<file path="config.mk">
export PLATFORM = sky130hd
export DESIGN_NAME = mcu_uart_tx
export DESIGN_NICKNAME = d
export VERILOG_FILES = /design/src/rtl/uart_pkg.sv /design/src/rtl/uart_baud_gen.sv /design/src/rtl/mcu_uart_tx.sv
export SDC_FILE = /design/constraint.sdc
export NUM_CORES = 1
export LEC_CHECK = 0
export ABC_AREA = 0
export CORE_MARGIN = 8
export CORE_UTILIZATION = 45
export DETAILED_ROUTE_END_ITERATION = 7
export HOLD_SLACK_MARGIN = 0.05
export PLACE_DENSITY = 0.65
export RECOVER_POWER = 25
export SETUP_SLACK_MARGIN = 0.2
export SLEW_MARGIN = 20
export SYNTH_ARGS = -nofsm -noshare
export SYNTH_HDL_FRONTEND = slang
export SYNTH_SLANG_ARGS = --single-unit
</file>
<file path="constraint.sdc">
create_clock -name clk -period 2.5 [get_ports clk]
set_clock_uncertainty 0.1 [all_clocks]
set_input_delay 0.375 -clock clk [delete_from_list [all_inputs] [get_ports clk]]
set_output_delay 0.375 -clock clk [all_outputs]
set_load 0.02 [all_outputs]
</file>
<file path="src/rtl/uart_pkg.sv">
// rtl/uart_pkg.sv - shared UART FSM states and baud divisor helper
package uart_pkg;

    localparam int STATE_W = 3;

    typedef enum logic [STATE_W-1:0] {
        S_IDLE   = 3'd0,
        S_START  = 3'd1,
        S_DATA   = 3'd2,
        S_PARITY = 3'd3,
        S_STOP   = 3'd4
    } uart_state_e;

    // Clocks per bit, rounded to nearest.
    function automatic int uart_div(input int clk_hz, input int baud);
        return (clk_hz + baud / 2) / baud;
    endfunction

endpackage

</file>
<file path="src/rtl/uart_baud_gen.sv">
// rtl/uart_baud_gen.sv - bit-period counter with sync clear, bit_end pulse every DIV clocks
module uart_baud_gen #(
    parameter int DIV = 1356
) (
    input  logic clk_i,
    input  logic rst_b_i,
    input  logic clr_i,
    input  logic en_i,
    output logic bit_end_o
);

    localparam int CW = (DIV > 2) ? $clog2(DIV) : 1;
    localparam logic [CW-1:0] LAST = CW'(DIV - 1);

    logic [CW-1:0] cnt_q;

    // Held at zero while disabled so every bit period starts from a full count.
    always_ff @(posedge clk_i) begin
        if (!rst_b_i) begin
            cnt_q <= '0;
        end else if (clr_i || !en_i) begin
            cnt_q <= '0;
        end else if (cnt_q == LAST) begin
            cnt_q <= '0;
        end else begin
            cnt_q <= cnt_q + CW'(1);
        end
    end

    assign bit_end_o = en_i && !clr_i && (cnt_q == LAST);

endmodule

</file>
<file path="src/rtl/mcu_uart_tx.sv">
// rtl/mcu_uart_tx.sv - FPGA->MCU UART transmitter, 8N1 by default, LSB first
// Define MCU_UART_TX_PARITY_EN to insert a parity bit between data and stop.
module mcu_uart_tx
    import uart_pkg::*;
#(
    parameter int CLK_HZ    = 156_250_000,
    parameter int BAUD      = 115_200,
    parameter int DATA_BITS = 8,
    parameter int STOP_BITS = 1
) (
    input  logic                 clk,
    input  logic                 rst_b,
    input  logic [DATA_BITS-1:0] tx_data,
    input  logic                 tx_valid,
    output logic                 tx_ready,
    input  logic                 parity_odd,
    output logic                 tx,
    output logic                 busy,
    output logic                 tx_done
);

    localparam int DIV = uart_div(CLK_HZ, BAUD);
    localparam logic [2:0] LAST_DATA = 3'(DATA_BITS - 1);
    localparam logic [2:0] LAST_STOP = 3'(STOP_BITS - 1);

    generate
        if (DIV < 2) begin : g_bad_div
            $error("mcu_uart_tx: DIV=%0d must be at least 2", DIV);
        end
        if (DATA_BITS < 5 || DATA_BITS > 8 || STOP_BITS < 1 || STOP_BITS > 2) begin : g_bad_fmt
            $error("mcu_uart_tx: unsupported frame format");
        end
    endgenerate

    uart_state_e          state_q;
    logic [DATA_BITS-1:0] shift_q;
    logic [2:0]           bit_cnt_q;
    logic                 tx_q;
    logic                 ready_q;
    logic                 busy_q;
    logic                 done_q;
    logic                 accept;
    logic                 bit_end;

`ifdef MCU_UART_TX_PARITY_EN
    logic par_q;
    logic par_d;
    assign par_d = (^tx_data) ^ parity_odd;
`else
    logic unused_parity_odd;
    assign unused_parity_odd = parity_odd;
`endif

    assign accept = tx_valid && ready_q;

    uart_baud_gen #(
        .DIV(DIV)
    ) u_baud (
        .clk_i    (clk),
        .rst_b_i  (rst_b),
        .clr_i    (accept),
        .en_i     (busy_q),
        .bit_end_o(bit_end)
    );

    always_ff @(posedge clk) begin
        if (!rst_b) begin
            state_q   <= S_IDLE;
            shift_q   <= '0;
            bit_cnt_q <= '0;
            tx_q      <= 1'b1;
            ready_q   <= 1'b1;
            busy_q    <= 1'b0;
            done_q    <= 1'b0;
`ifdef MCU_UART_TX_PARITY_EN
            par_q     <= 1'b0;
`endif
        end else begin
            done_q <= 1'b0;
            case (state_q)
                S_IDLE: begin
                    if (accept) begin
                        shift_q   <= tx_data;
                        bit_cnt_q <= '0;
                        tx_q      <= 1'b0;
                        ready_q   <= 1'b0;
                        busy_q    <= 1'b1;
                        state_q   <= S_START;
`ifdef MCU_UART_TX_PARITY_EN
                        par_q     <= par_d;
`endif
                    end
                end
                S_START: begin
                    if (bit_end) begin
                        tx_q    <= shift_q[0];
                        shift_q <= shift_q >> 1;
                        state_q <= S_DATA;
                    end
                end
                S_DATA: begin
                    if (bit_end) begin
                        if (bit_cnt_q == LAST_DATA) begin
                            bit_cnt_q <= '0;
`ifdef MCU_UART_TX_PARITY_EN
                            tx_q      <= par_q;
                            state_q   <= S_PARITY;
`else
                            tx_q      <= 1'b1;
                            state_q   <= S_STOP;
`endif
                        end else begin
                            bit_cnt_q <= bit_cnt_q + 3'd1;
                            tx_q      <= shift_q[0];
                            shift_q   <= shift_q >> 1;
                        end
                    end
                end
                S_PARITY: begin
                    if (bit_end) begin
                        tx_q    <= 1'b1;
                        state_q <= S_STOP;
                    end
                end
                S_STOP: begin
                    if (bit_end) begin
                        if (bit_cnt_q == LAST_STOP) begin
                            bit_cnt_q <= '0;
                            ready_q   <= 1'b1;
                            busy_q    <= 1'b0;
                            done_q    <= 1'b1;
                            state_q   <= S_IDLE;
                        end else begin
                            bit_cnt_q <= bit_cnt_q + 3'd1;
                        end
                    end
                end
                default: state_q <= S_IDLE;
            endcase
        end
    end

    assign tx       = tx_q;
    assign tx_ready = ready_q;
    assign busy     = busy_q;
    assign tx_done  = done_q;

endmodule

</file>
==> summary.log, run 1 <==
INFO  outcome        outcome=completed
INFO  placement      dpl.hpwl=2110um
INFO  floorplan      dieHeight=74.1um
INFO  worst_hold_path worstHoldPathType=reg -> reg
INFO  clock_tree     cts_tree=built
INFO  timing         slew_headroom=62.6%
INFO  power_and_ir_drop p_total=1.48mW
INFO  routing        routed_via_density=5.25
INFO  routing        drt-pass1-iter-count=4
INFO  floorplan      floorplan.die.width=74.1um
INFO  clock_tree     cts_max_path_buffers=2
INFO  synthesis      avgSynthCellArea=9.55um^2
INFO  timing         post-route-min-period=1.94ns
INFO  timing         post-route-period-util=77.7%
INFO  synthesis      total_number_of_yosys_warnings=0
INFO  synthesis      postSynth.asyncResetShare=0%
INFO  routing        ant_nets=0
INFO  floorplan      top_level_port_count=16
INFO  timing         hold_viol=0
INFO  timing         fin_hold_ws=0.353ns
INFO  synthesis      synth.cells.most_frequent=dfxtp_1, nand2_1, mux2i_1, nor2_1, nand3_1
INFO  grt            grt_max_degree=18
INFO  synthesis      synthMostInstantiatedCell=dfxtp_1
INFO  timing         setup_ws=0.558ns
INFO  synthesis      ys.flop_type=dfxtp_1
INFO  critical_path  worst_setup_path_end_kind=flop
INFO  critical_path  crit_fanout=5
INFO  routing        routed-via-count=1155
INFO  grt            grt_util_all_layers=12.2%
INFO  timing         setup_tns=0ns
INFO  placement      placement.setup.worst_slack=0.358ns
INFO  clock_tree     htree_num_levels=2
INFO  final_layout   final_cell_area=1720um^2
INFO  placement      placedInstanceArea=1650um^2
INFO  power_and_ir_drop power.static_leakage=0.697nW
INFO  critical_path  crit_path_start_kind=flop
INFO  clock_tree     post_cts_hold_buffer_count=0
INFO  routing        drtIter0Drc=49
INFO  critical_path  worstPathRequired=2.65ns
INFO  synthesis      synth_edf_count=0
INFO  floorplan      std_cell_rows=21
INFO  timing         final_max_slew_viol_count=0
INFO  critical_path  criticalPathCategory=reg -> reg
INFO  critical_path  worst-endpoint-arrival=2.09ns
INFO  clock_tree     cts_root_buf=clkbuf_4
INFO  synthesis      syn-num-nets=175
INFO  placement      place_congestion=0.857
INFO  timing         setup_viol=0
INFO  clock_tree     clock_sinks=29
INFO  clock_tree     worst_skew_pair.late_latency=0.33ns
INFO  floorplan      start_util=46.2%
INFO  grt            antenna_found_initial=0
INFO  flow_run       maxCapViolCount=0
INFO  synthesis      synth-seq-area-share=38.3%
INFO  timing         fmaxAchievable=0.515GHz
INFO  synthesis      synth_area_leaders=dfxtp_1, mux2i_1, o211a_1
INFO  synthesis      synth_seq_cells=29
INFO  routing        drc_errors=0
INFO  clock_tree     cts_repair_resize_count=0
INFO  final_layout   layout.core_utilization=52.5%
INFO  final_layout   layout-drive-gt1-share=13.2%
INFO  grt            grt_pass1_wl=5110um
INFO  floorplan      die_area=5490um^2
INFO  synthesis      post_synth_instance_area=1520um^2
INFO  timing         timing_worst_slew_pin_value=0.560ns
INFO  clock_tree     numCtsBuffers=5
INFO  placement      post-place-cells=212
INFO  power_and_ir_drop power_per_cell_area=858nW/um^2
INFO  grt            grt-ovfl-total=0
INFO  power_and_ir_drop ir_drop=0.000379V
INFO  floorplan      core_region_area=3280um^2
INFO  timing         grt_setup_unrepaired=no
INFO  synthesis      netlist_instances=159
INFO  grt            first_global_vias=1197
INFO  final_layout   final-instance-count-excl-fill=220
INFO  routing        avgRoutedWirePerCell=13.0um
INFO  synthesis      synth.largest_area_cell=dfxtp_1
INFO  final_layout   antenna-diode-count=0
INFO  clock_tree     clk_pin_slew_worst_paths=0.09ns
INFO  routing        wirelength=2860um
INFO  clock_tree     cts_setup_buffers=0
INFO  final_layout   area_delta_synth_final=13.5%
INFO  synthesis      post-synth-top-area-fraction=38.3%
INFO  final_layout   nNetsFinal=189
INFO  synthesis      yosysUniqueCellTypes=45
INFO  placement      numPortBuffers=14
-- kinds of logic (layout without fill, tap and decap cells) --
family | Yosys count | in the layout | share of synthesized area [%]
AO/OA/AOI/OAI | 25 | 25 | 13.2
XOR/XNOR | 10 | 10 | 6.27
adder cells (fa/ha/maj) | 4 | 4 | 3.30
buffers and inverters | 13 | 28 | 5.85
flip-flops | 29 | 29 | 38.3
multiplexers | 14 | 14 | 9.32
AND/OR/NAND/NOR | 64 | 64 | 23.8
-- registers in the layout (all words and copies together), names as in the netlist --
register / flops
tx_done: 1
tx_ready: 1
u_baud.cnt_q: 11
shift_q: 8
state_q: 3
tx: 1
busy: 1
bit_cnt_q: 3
-- placed cells by master (no fill, tap or decap), drive strengths merged, types with 2 or more instances in the layout --
master          n
clkdlybuf4s50  14
nand3           9
a21oi           5
or3             2
nor3            5
clkbuf          7
xnor2           7
nor2           15
ha              4
inv             5
dfxtp          29
o211a           7
xor2            3
and3            5
a21boi          3
and4            2
o21ai           6
nor2b           2
nand2          18
mux2i          13
-- path summary, 6_finish.rpt --
kind                                      start              end  slack [ns]  cells past startpoint
worst max-delay path            u_baud.cnt_q[0]       state_q[1]        0.56                      6
worst min-delay path            u_baud.cnt_q[0]  u_baud.cnt_q[0]        0.35                      1
worst max register to register  u_baud.cnt_q[0]       state_q[1]        0.56                      6
worst min register to register  u_baud.cnt_q[0]  u_baud.cnt_q[0]        0.35                      1
-- routing by layer --
layer  vias to the layer above  track usage (%)  part of all wire, %
li1                        587                -                    -
met1                       542             10.8                   41
met2                        20             21.2                   51
met3                         6             5.80                  5.9
met4                         0             8.87                  2.3
met5                         -                0                    0
-- critical path, stage by stage (launching register included) --
cell	delay, ns
dfxtp_1	0.36
ha_1	0.23
and4_1	0.25
and4_4	0.27
a21oi_2	0.09
nor3_2	0.31
mux2i_1	0.24
-- final cells by class --
type | count | area (um^2)
flip-flops and latches | 29 | 581
clock inverters | 1 | 5.00
fillers | 305 | 1560
well taps | 46 | 57.6
repair buffers | 15 | 148
multi-input cells | 117 | 848
inverters | 5 | 18.8
clock buffers | 7 | 65.1
-- report_power, final --
part | total (mW) | switching (mW) | internal (mW)
clock | 0.326 | 0.164 | 0.163
sequential | 0.628 | 0.0815 | 0.546
combinational | 0.524 | 0.262 | 0.262
total | 1.48 | 0.507 | 0.971
(Power assumes the default switching activity.)
==> inputs of run 2 (changes only) <==
PLACE_DENSITY = 0.67   (was 0.65)
clock period = 1.66 ns   (was 2.5 ns; I/O delays follow)
==> run 2 against run 1 <==
  * Count of clock-buffer cells in the layout decreased by 1
  * Fmax increased by 11%
  * Worst hold slack improved by 0.059 ns
  * Cell area increased by 23%
  * The run now ends with setup timing left
  * Register-to-register slack got worse by 0.64 ns
  * Wire length increased by 30%
  * Power increased by 75%
  * Combinational power increased by 140%
  * Global-route usage increased by 1.9 points
  * Sequential share of layout area decreased by 5.7 points
  * Highest routed layer unchanged
  * Core utilization increased by 12 points
==> summary.log, run 2 (synthesis gave the netlist of run 1 again) <==
INFO  grt            first_global_vias=1384 [+16%]
INFO  timing         fin_hold_ws=0.412ns [+0.0589 ns]
INFO  grt            grtUsageMet1=13.7% [+2.8 points]
INFO  clock_tree     cts_root_buf=clkbuf_4
INFO  final_layout   nNetsFinal=220 [+16%]
INFO  clock_tree     htree_num_levels=2 [unchanged]
INFO  placement      numPortBuffers=14 [unchanged]
INFO  power_and_ir_drop power.static_leakage=0.878nW [+26%]
INFO  final_layout   layout.core_utilization=64.5% [+12 points]
INFO  grt            layer_with_the_highest_usage_after_global_routing=met2
INFO  grt            grt_pass1_wl=5990um [+17%]
INFO  clock_tree     numCtsBuffers=5 [unchanged]
INFO  final_layout   largest_register_ff_count=11 [unchanged]
INFO  clock_tree     clock_sinks=29 [unchanged]
INFO  floorplan      floorplan.die.width=74.1um [unchanged]
INFO  final_layout   reg_top3=u_baud.cnt_q: 11 flops, shift_q: 8 flops
INFO  critical_path  worst-endpoint-arrival=1.90ns [-0.19 ns]
INFO  final_layout   final_cell_area=2120um^2 [+23%]
INFO  final_layout   layout.cells.most_common=buf_4
INFO  critical_path  worstPathRequired=1.82ns [-0.83 ns]
INFO  grt            grt_max_degree=12 [-6]
INFO  floorplan      core_region_area=3280um^2 [unchanged]
INFO  outcome        outcome=complete, but fails checks
INFO  placement      dpl.hpwl=2350um [+11%]
INFO  final_layout   antenna-diode-count=0 [unchanged]
INFO  clock_tree     clk_pin_slew_worst_paths=0.09ns [about the same]
INFO  critical_path  timing.critical_path.slowest_stage_cell=dfxtp_2
INFO  clock_tree     worst_skew_pair.late_latency=0.33ns [about the same]
INFO  critical_path  worst_setup_path_end_kind=flop
INFO  final_layout   area_delta_synth_final=39.5%
INFO  critical_path  crit_fanout=6 [+1]
INFO  worst_hold_path worstHoldPathType=reg -> reg
INFO  routing        drtIter0Drc=42 [-14%]
INFO  timing         hold_viol=0 [unchanged]
INFO  placement      placedInstanceArea=1830um^2 [+11%]
INFO  grt            grt_use_met3=5.26% [-0.54 points]
INFO  critical_path  criticalPathCategory=reg -> reg
INFO  timing         timing_worst_slew_pin_value=0.373ns [-0.187 ns]
INFO  placement      place_congestion=0.932 [+8.7%]
INFO  critical_path  worst-path-buf-inv=0 [unchanged]
INFO  timing         final_max_slew_viol_count=0 [unchanged]
INFO  routing        routed-via-count=1335 [+16%]
INFO  timing         post-route-min-period=1.75ns [-0.195 ns]
INFO  routing        avgRoutedWirePerCell=14.8um [+14%]
INFO  final_layout   top_register=u_baud.cnt_q
INFO  critical_path  max_stage_delay=0.35ns [about the same]
INFO  power_and_ir_drop power_per_cell_area=1220nW/um^2 [+42%]
INFO  flow_run       maxCapViolCount=0 [unchanged]
INFO  timing         fmaxAchievable=0.572GHz [+11%]
INFO  final_layout   layout-drive-gt1-share=40.5% [+27 points]
INFO  routing        drc_errors=0 [unchanged]
INFO  clock_tree     post_cts_hold_buffer_count=0 [unchanged]
INFO  clock_tree     cts_max_path_buffers=2 [unchanged]
INFO  timing         setup_ws=-0.0868ns [-0.645 ns]
INFO  floorplan      std_cell_rows=21 [unchanged]
INFO  timing         grt_setup_unrepaired=yes
INFO  routing        routed_via_density=5.32 [+1.3%]
INFO  routing        drt-pass1-iter-count=4 [unchanged]
INFO  routing        ant_nets=0 [unchanged]
INFO  critical_path  critical_path.top_delay_family=simple AND/OR/NAND/NOR gates
INFO  grt            grt-ovfl-total=0 [unchanged]
INFO  timing         setup_viol=14 [+14]
INFO  final_layout   leading_cell_types_in_the_layout_fill_and_taps_excluded=buf_4, dfxtp_1, nand2_1, mux2i_1, nor2_1
INFO  outcome        violations=setup timing
INFO  grt            grt.met2_usage=25.4% [+4.2 points]
INFO  routing        wirelength=3710um [+30%]
INFO  floorplan      top_level_port_count=16 [unchanged]
INFO  critical_path  path_cells=ha_4, and4_1, and4_4, a21oi_2, nor3_4, mux2i_1
INFO  timing         post-route-period-util=105% [+28 points]
INFO  floorplan      die_area=5490um^2 [unchanged]
INFO  grt            grt_util_all_layers=14.1% [+1.9 points]
INFO  power_and_ir_drop ir_drop=0.000661V [+74%]
INFO  placement      placement.setup.worst_slack=-0.303ns [-0.661 ns]
INFO  grt            antenna_found_initial=0 [unchanged]
INFO  critical_path  crit_path_start_kind=flop
INFO  floorplan      start_util=46.2% [unchanged]
INFO  floorplan      dieHeight=74.1um [unchanged]
INFO  clock_tree     cts_tree=built
INFO  timing         slew_headroom=75.1% [+12 points]
==> run 2: cell types whose count changed in the layout (fill, tap and decap cells not counted), moves of 3 or more <==
cell	before	now
a21oi_1	4	1
buf_4	1	28
clkdlybuf4s50_1	14	10
dfxtp_1	29	22
dfxtp_2	0	6
ha_1	4	1
nand2_1	18	14
==> run 2: layout make-up <==
type | instances | area (um^2)
Sequential cell | 29 | 592
Tap cell | 46 | 57.6
Multi-Input combinational cell | 118 | 1010
Inverter | 5 | 18.8
Fill cell | 263 | 1170
Clock inverter | 2 | 10.0
Timing Repair Buffer | 45 | 384
Clock buffer | 6 | 41.3
==> run 2: through the flow <==
step | setup TNS (ns) | std cells | power (mW)
floorplan | -0.169 | 159 | 1.68
global placement | -3.09 | 233 | 1.82
detailed placement | -3.89 | 233 | 1.86
CTS | -0.261 | 245 | 2.38
global route | -1.79 | 251 | 2.74
finish | -0.835 | 251 | 2.58
==> run 2: final timing paths <==
kind,start,end,slack (ns),cells past startpoint
worst max-delay path,u_baud.cnt_q[1],bit_cnt_q[0],-0.09,6
worst min-delay path,shift_q[5],shift_q[5],0.41,1
worst max register to register,u_baud.cnt_q[1],bit_cnt_q[0],-0.09,6
worst min register to register,shift_q[5],shift_q[5],0.41,1
==> run 2: repair_timing <==
item | 4_1_cts | 5_1_grt
pin swaps | 9 | 8
endpoints found under the setup margin | 22 | 22
buffers inserted | 3 | 6
gates cloned | 1 | 0
gates resized for setup | 24 | 23
==> run 2: metal layers <==
layer  vias to the layer above  routed length [um]
met4                         0                  85
met2                        29                2030
li1                        660                   -
met5                         -                   0
met3                        12                 173
met1                       634                1420
==> run 2: power by group <==
part           switching (mW)  internal [mW]  total (mW)  leakage (nW)
logic                   0.599          0.641        1.24         0.605
registers               0.117          0.826       0.943         0.240
clock network           0.240          0.161       0.401        0.0320
==> inputs of run 3 (changes only) <==
CORE_MARGIN = 5   (was 8)
CORE_UTILIZATION = 50   (was 45)
PLACE_DENSITY = 0.74   (was 0.67)
==> run 3 against run 2 <==
  * The run still ends with setup timing left
  * Cell area decreased by 2.5%
  * Fmax up 0.13%
  * Core utilization grew 4.8 points
  * Sequential share of layout area increased by 0.67 points
  * Non-clock buffer count down 1
  * Worst setup slack better by 0.0023 ns
  * Flip-flop and latch count unchanged
  * Largest cell class unchanged
  * Highest routed layer unchanged
==> summary.log, run 3 (synthesis gave the netlist of run 1 again) <==
INFO  routing        wirelength=3610um [-2.8%]
INFO  power_and_ir_drop power_per_cell_area=1210nW/um^2 [-0.88%]
INFO  routing        routed-via-count=1321 [-1.0%]
INFO  critical_path  worst-endpoint-arrival=1.85ns [-0.05 ns]
INFO  clock_tree     clock_sinks=29 [unchanged]
INFO  floorplan      std_cell_rows=20 [-4.8%]
INFO  clock_tree     cts_root_buf=clkbuf_4
INFO  power_and_ir_drop ir_drop=0.000657V [-0.60%]
INFO  final_layout   area_occupied_by_multi_input_gates=970um^2 [-4.3%]
INFO  routing        drt-pass1-iter-count=4 [unchanged]
INFO  timing         setup_tns=-0.844ns [-0.00898 ns]
INFO  final_layout   final_cell_area=2060um^2 [-2.5%]
INFO  placement      place_congestion=0.828 [-11%]
INFO  critical_path  worst_setup_path_end_kind=flop
INFO  grt            layer_with_the_highest_usage_after_global_routing=met2
INFO  critical_path  timing.critical_path.slowest_stage_cell=or3_1
INFO  timing         post-route-period-util=105% [-0.14 points]
INFO  grt            grt-ovfl-total=0 [unchanged]
INFO  floorplan      dieHeight=65.1um [-12%]
INFO  routing        avgRoutedWirePerCell=15.2um [+2.9%]
INFO  placement      numPortBuffers=14 [unchanged]
INFO  final_layout   nNetsFinal=219 [-0.45%]
INFO  floorplan      core_region_area=2980um^2 [-9.3%]
INFO  floorplan      floorplan.die.width=65.1um [-12%]
INFO  critical_path  max_stage_delay=0.33ns [-0.02 ns]
INFO  grt            grt.met2_usage=35.9% [+10 points]
INFO  critical_path  reg2reg_to=state_q[2]
INFO  final_layout   fillCellCount=237 [-9.9%]
INFO  timing         post-route-min-period=1.74ns [-0.00228 ns]
INFO  critical_path  crit_fanout=3 [-3]
INFO  clock_tree     numCtsBuffers=5 [unchanged]
INFO  timing         setup_ws=-0.0846ns [+0.00228 ns]
INFO  routing        drtIter0Drc=47 [+12%]
INFO  flow_run       maxCapViolCount=0 [unchanged]
INFO  clock_tree     cts_max_path_buffers=2 [unchanged]
INFO  placement      dpl.hpwl=2380um [+1.3%]
INFO  timing         setup_viol=15 [+1]
INFO  timing         grt_setup_unrepaired=yes
INFO  placement      placedInstanceArea=1810um^2 [-0.89%]
INFO  critical_path  critical_path.reg2reg.startpoint=bit_cnt_q[0]
INFO  final_layout   area_delta_synth_final=35.9%
INFO  final_layout   reg_top3=u_baud.cnt_q: 11 flops, shift_q: 8 flops
INFO  clock_tree     clk_pin_slew_worst_paths=0.09ns [about the same]
INFO  floorplan      top_level_port_count=16 [unchanged]
INFO  grt            grtUsageMet1=17.6% [+4.0 points]
INFO  outcome        violations=setup timing
INFO  timing         timing_worst_slew_pin_value=0.374ns [+0.000826 ns]
INFO  clock_tree     cts_tree=built
INFO  critical_path  register_to_register_setup_slack=-0.08ns [about the same]
INFO  power_and_ir_drop power.static_leakage=0.871nW [-0.71%]
INFO  timing         hold_viol=0 [unchanged]
INFO  final_layout   leading_cell_types_in_the_layout_fill_and_taps_excluded=buf_4, dfxtp_1, nand2_1, mux2i_1, nor2_1
INFO  timing         slew_headroom=75.1% [about the same]
INFO  worst_hold_path whs_path_depth=1 [unchanged]
INFO  grt            grt_pass1_wl=6040um [+0.80%]
INFO  final_layout   layout.cells.most_common=buf_4
INFO  clock_tree     worst_skew_pair.late_latency=0.32ns [about the same]
INFO  critical_path  crit_path_start_kind=flop
INFO  routing        routed_via_density=5.57 [+4.8%]
INFO  outcome        outcome=complete, but fails checks
INFO  critical_path  path_cells=ha_1, ha_2, or3_1, a21oi_2, nor3_4, mux2i_1
INFO  grt            grt_util_all_layers=18.4% [+4.3 points]
INFO  floorplan      die_area=4240um^2 [-23%]
INFO  final_layout   antenna-diode-count=0 [unchanged]
INFO  worst_hold_path hold_path_end=shift_q[3]
INFO  grt            grt_use_met3=4.44% [-0.81 points]
INFO  timing         fin_hold_ws=0.408ns [-0.00347 ns]
INFO  clock_tree     htree_num_levels=2 [unchanged]
INFO  final_layout   layout-drive-gt1-share=35.8% [-4.7 points]
INFO  grt            antenna_found_initial=0 [unchanged]
INFO  final_layout   top_register=u_baud.cnt_q
INFO  final_layout   largest_register_ff_count=11 [unchanged]
INFO  final_layout   register_area=591um^2 [-0.21%]
INFO  worst_hold_path worstHoldPathType=reg -> reg
INFO  grt            grt_max_degree=13 [+1]
INFO  critical_path  worstPathRequired=1.77ns [-0.05 ns]
INFO  floorplan      start_util=51.0% [+4.8 points]
INFO  routing        ant_nets=0 [unchanged]
INFO  critical_path  criticalPathCategory=reg -> reg
INFO  routing        drc_errors=0 [unchanged]
INFO  critical_path  reg2regPathDepth=6 [unchanged]
INFO  worst_hold_path min_from=shift_q[3]
INFO  timing         fmaxAchievable=0.573GHz [+0.13%]
INFO  grt            first_global_vias=1388 [+0.29%]
INFO  timing         final_max_slew_viol_count=0 [unchanged]
INFO  power_and_ir_drop p_total=2.50mW [-3.4%]
## run 3: cell count changes in the layout (fill, tap and decap cells not counted), moves of 2 or more
cell,delta
nand2_2,-2
clkbuf_8,+2
nand2_1,+4
a21oi_1,+2
nand2_4,-2
clkbuf_1,-2
## run 3: report_power, final
| part | switching, mW | internal, mW | leakage, nW | total (mW) |
|---|---|---|---|---|
| combinational | 0.519 | 0.541 | 0.590 | 1.06 |
| sequential | 0.119 | 0.826 | 0.240 | 0.945 |
| clock | 0.245 | 0.245 | 0.0413 | 0.490 |
| total | 0.883 | 1.61 | 0.871 | 2.50 |
## run 3: how the worst max path moves through the flow
stage               startpoint           end  slack (ns)  depth (start not counted)
3_3_place_gp          tx_valid    shift_q[7]       -0.26                          6
2_1_floorplan  u_baud.cnt_q[0]    shift_q[0]       -0.02                          6
6_report          bit_cnt_q[0]    state_q[2]       -0.08                          6
3_5_place_dp          tx_valid    shift_q[7]       -0.27                          6
4_1_cts        u_baud.cnt_q[5]  bit_cnt_q[0]       -0.11                          5
5_1_grt           bit_cnt_q[0]    state_q[2]       -0.20                          8
## run 3: layout make-up
cell class	count	area share, %
Multi-Input combinational cell	118	47.0
Clock inverter	1	0.243
Inverter	5	0.910
Sequential cell	29	28.6
Tap cell	33	2.00
Timing Repair Buffer	44	18.1
Clock buffer	7	3.15
## run 3: metrics by stage
stage / util (%) / std cells / setup slack [ns]
after detailed placement: 60.9 / 220 / -0.265
after global placement: 60.9 / 220 / -0.256
after CTS: 65.6 / 232 / -0.114
after floorplan: - / 159 / -0.0241
final: 69.3 / 237 / -0.0846
after global routing: 69.3 / 237 / -0.200
## run 3: timing repair
item,4_1_cts,5_1_grt
setup buffers,3,5
resized for setup,16,18
endpoints found under the setup margin,24,23
gates cloned,1,0
pin swaps,9,7
hold buffers,0,0
## run 3: layer usage
metal | up-vias | wire [um] | share of wire [%]
li1 | 652 | - | -
met1 | 640 | 1390 | 39
met2 | 23 | 2010 | 56
met3 | 6 | 144 | 4.0
met4 | 0 | 60 | 1.7
met5 | - | 0 | 0
## run 3: critical path, delay by kind of cell, from the launching register on
kind | cells | cell delay, ns
fa+ha+maj | 2 | 0.39
flops | 1 | 0.32
simple gates | 2 | 0.42
mux | 1 | 0.13
compound gates | 1 | 0.27
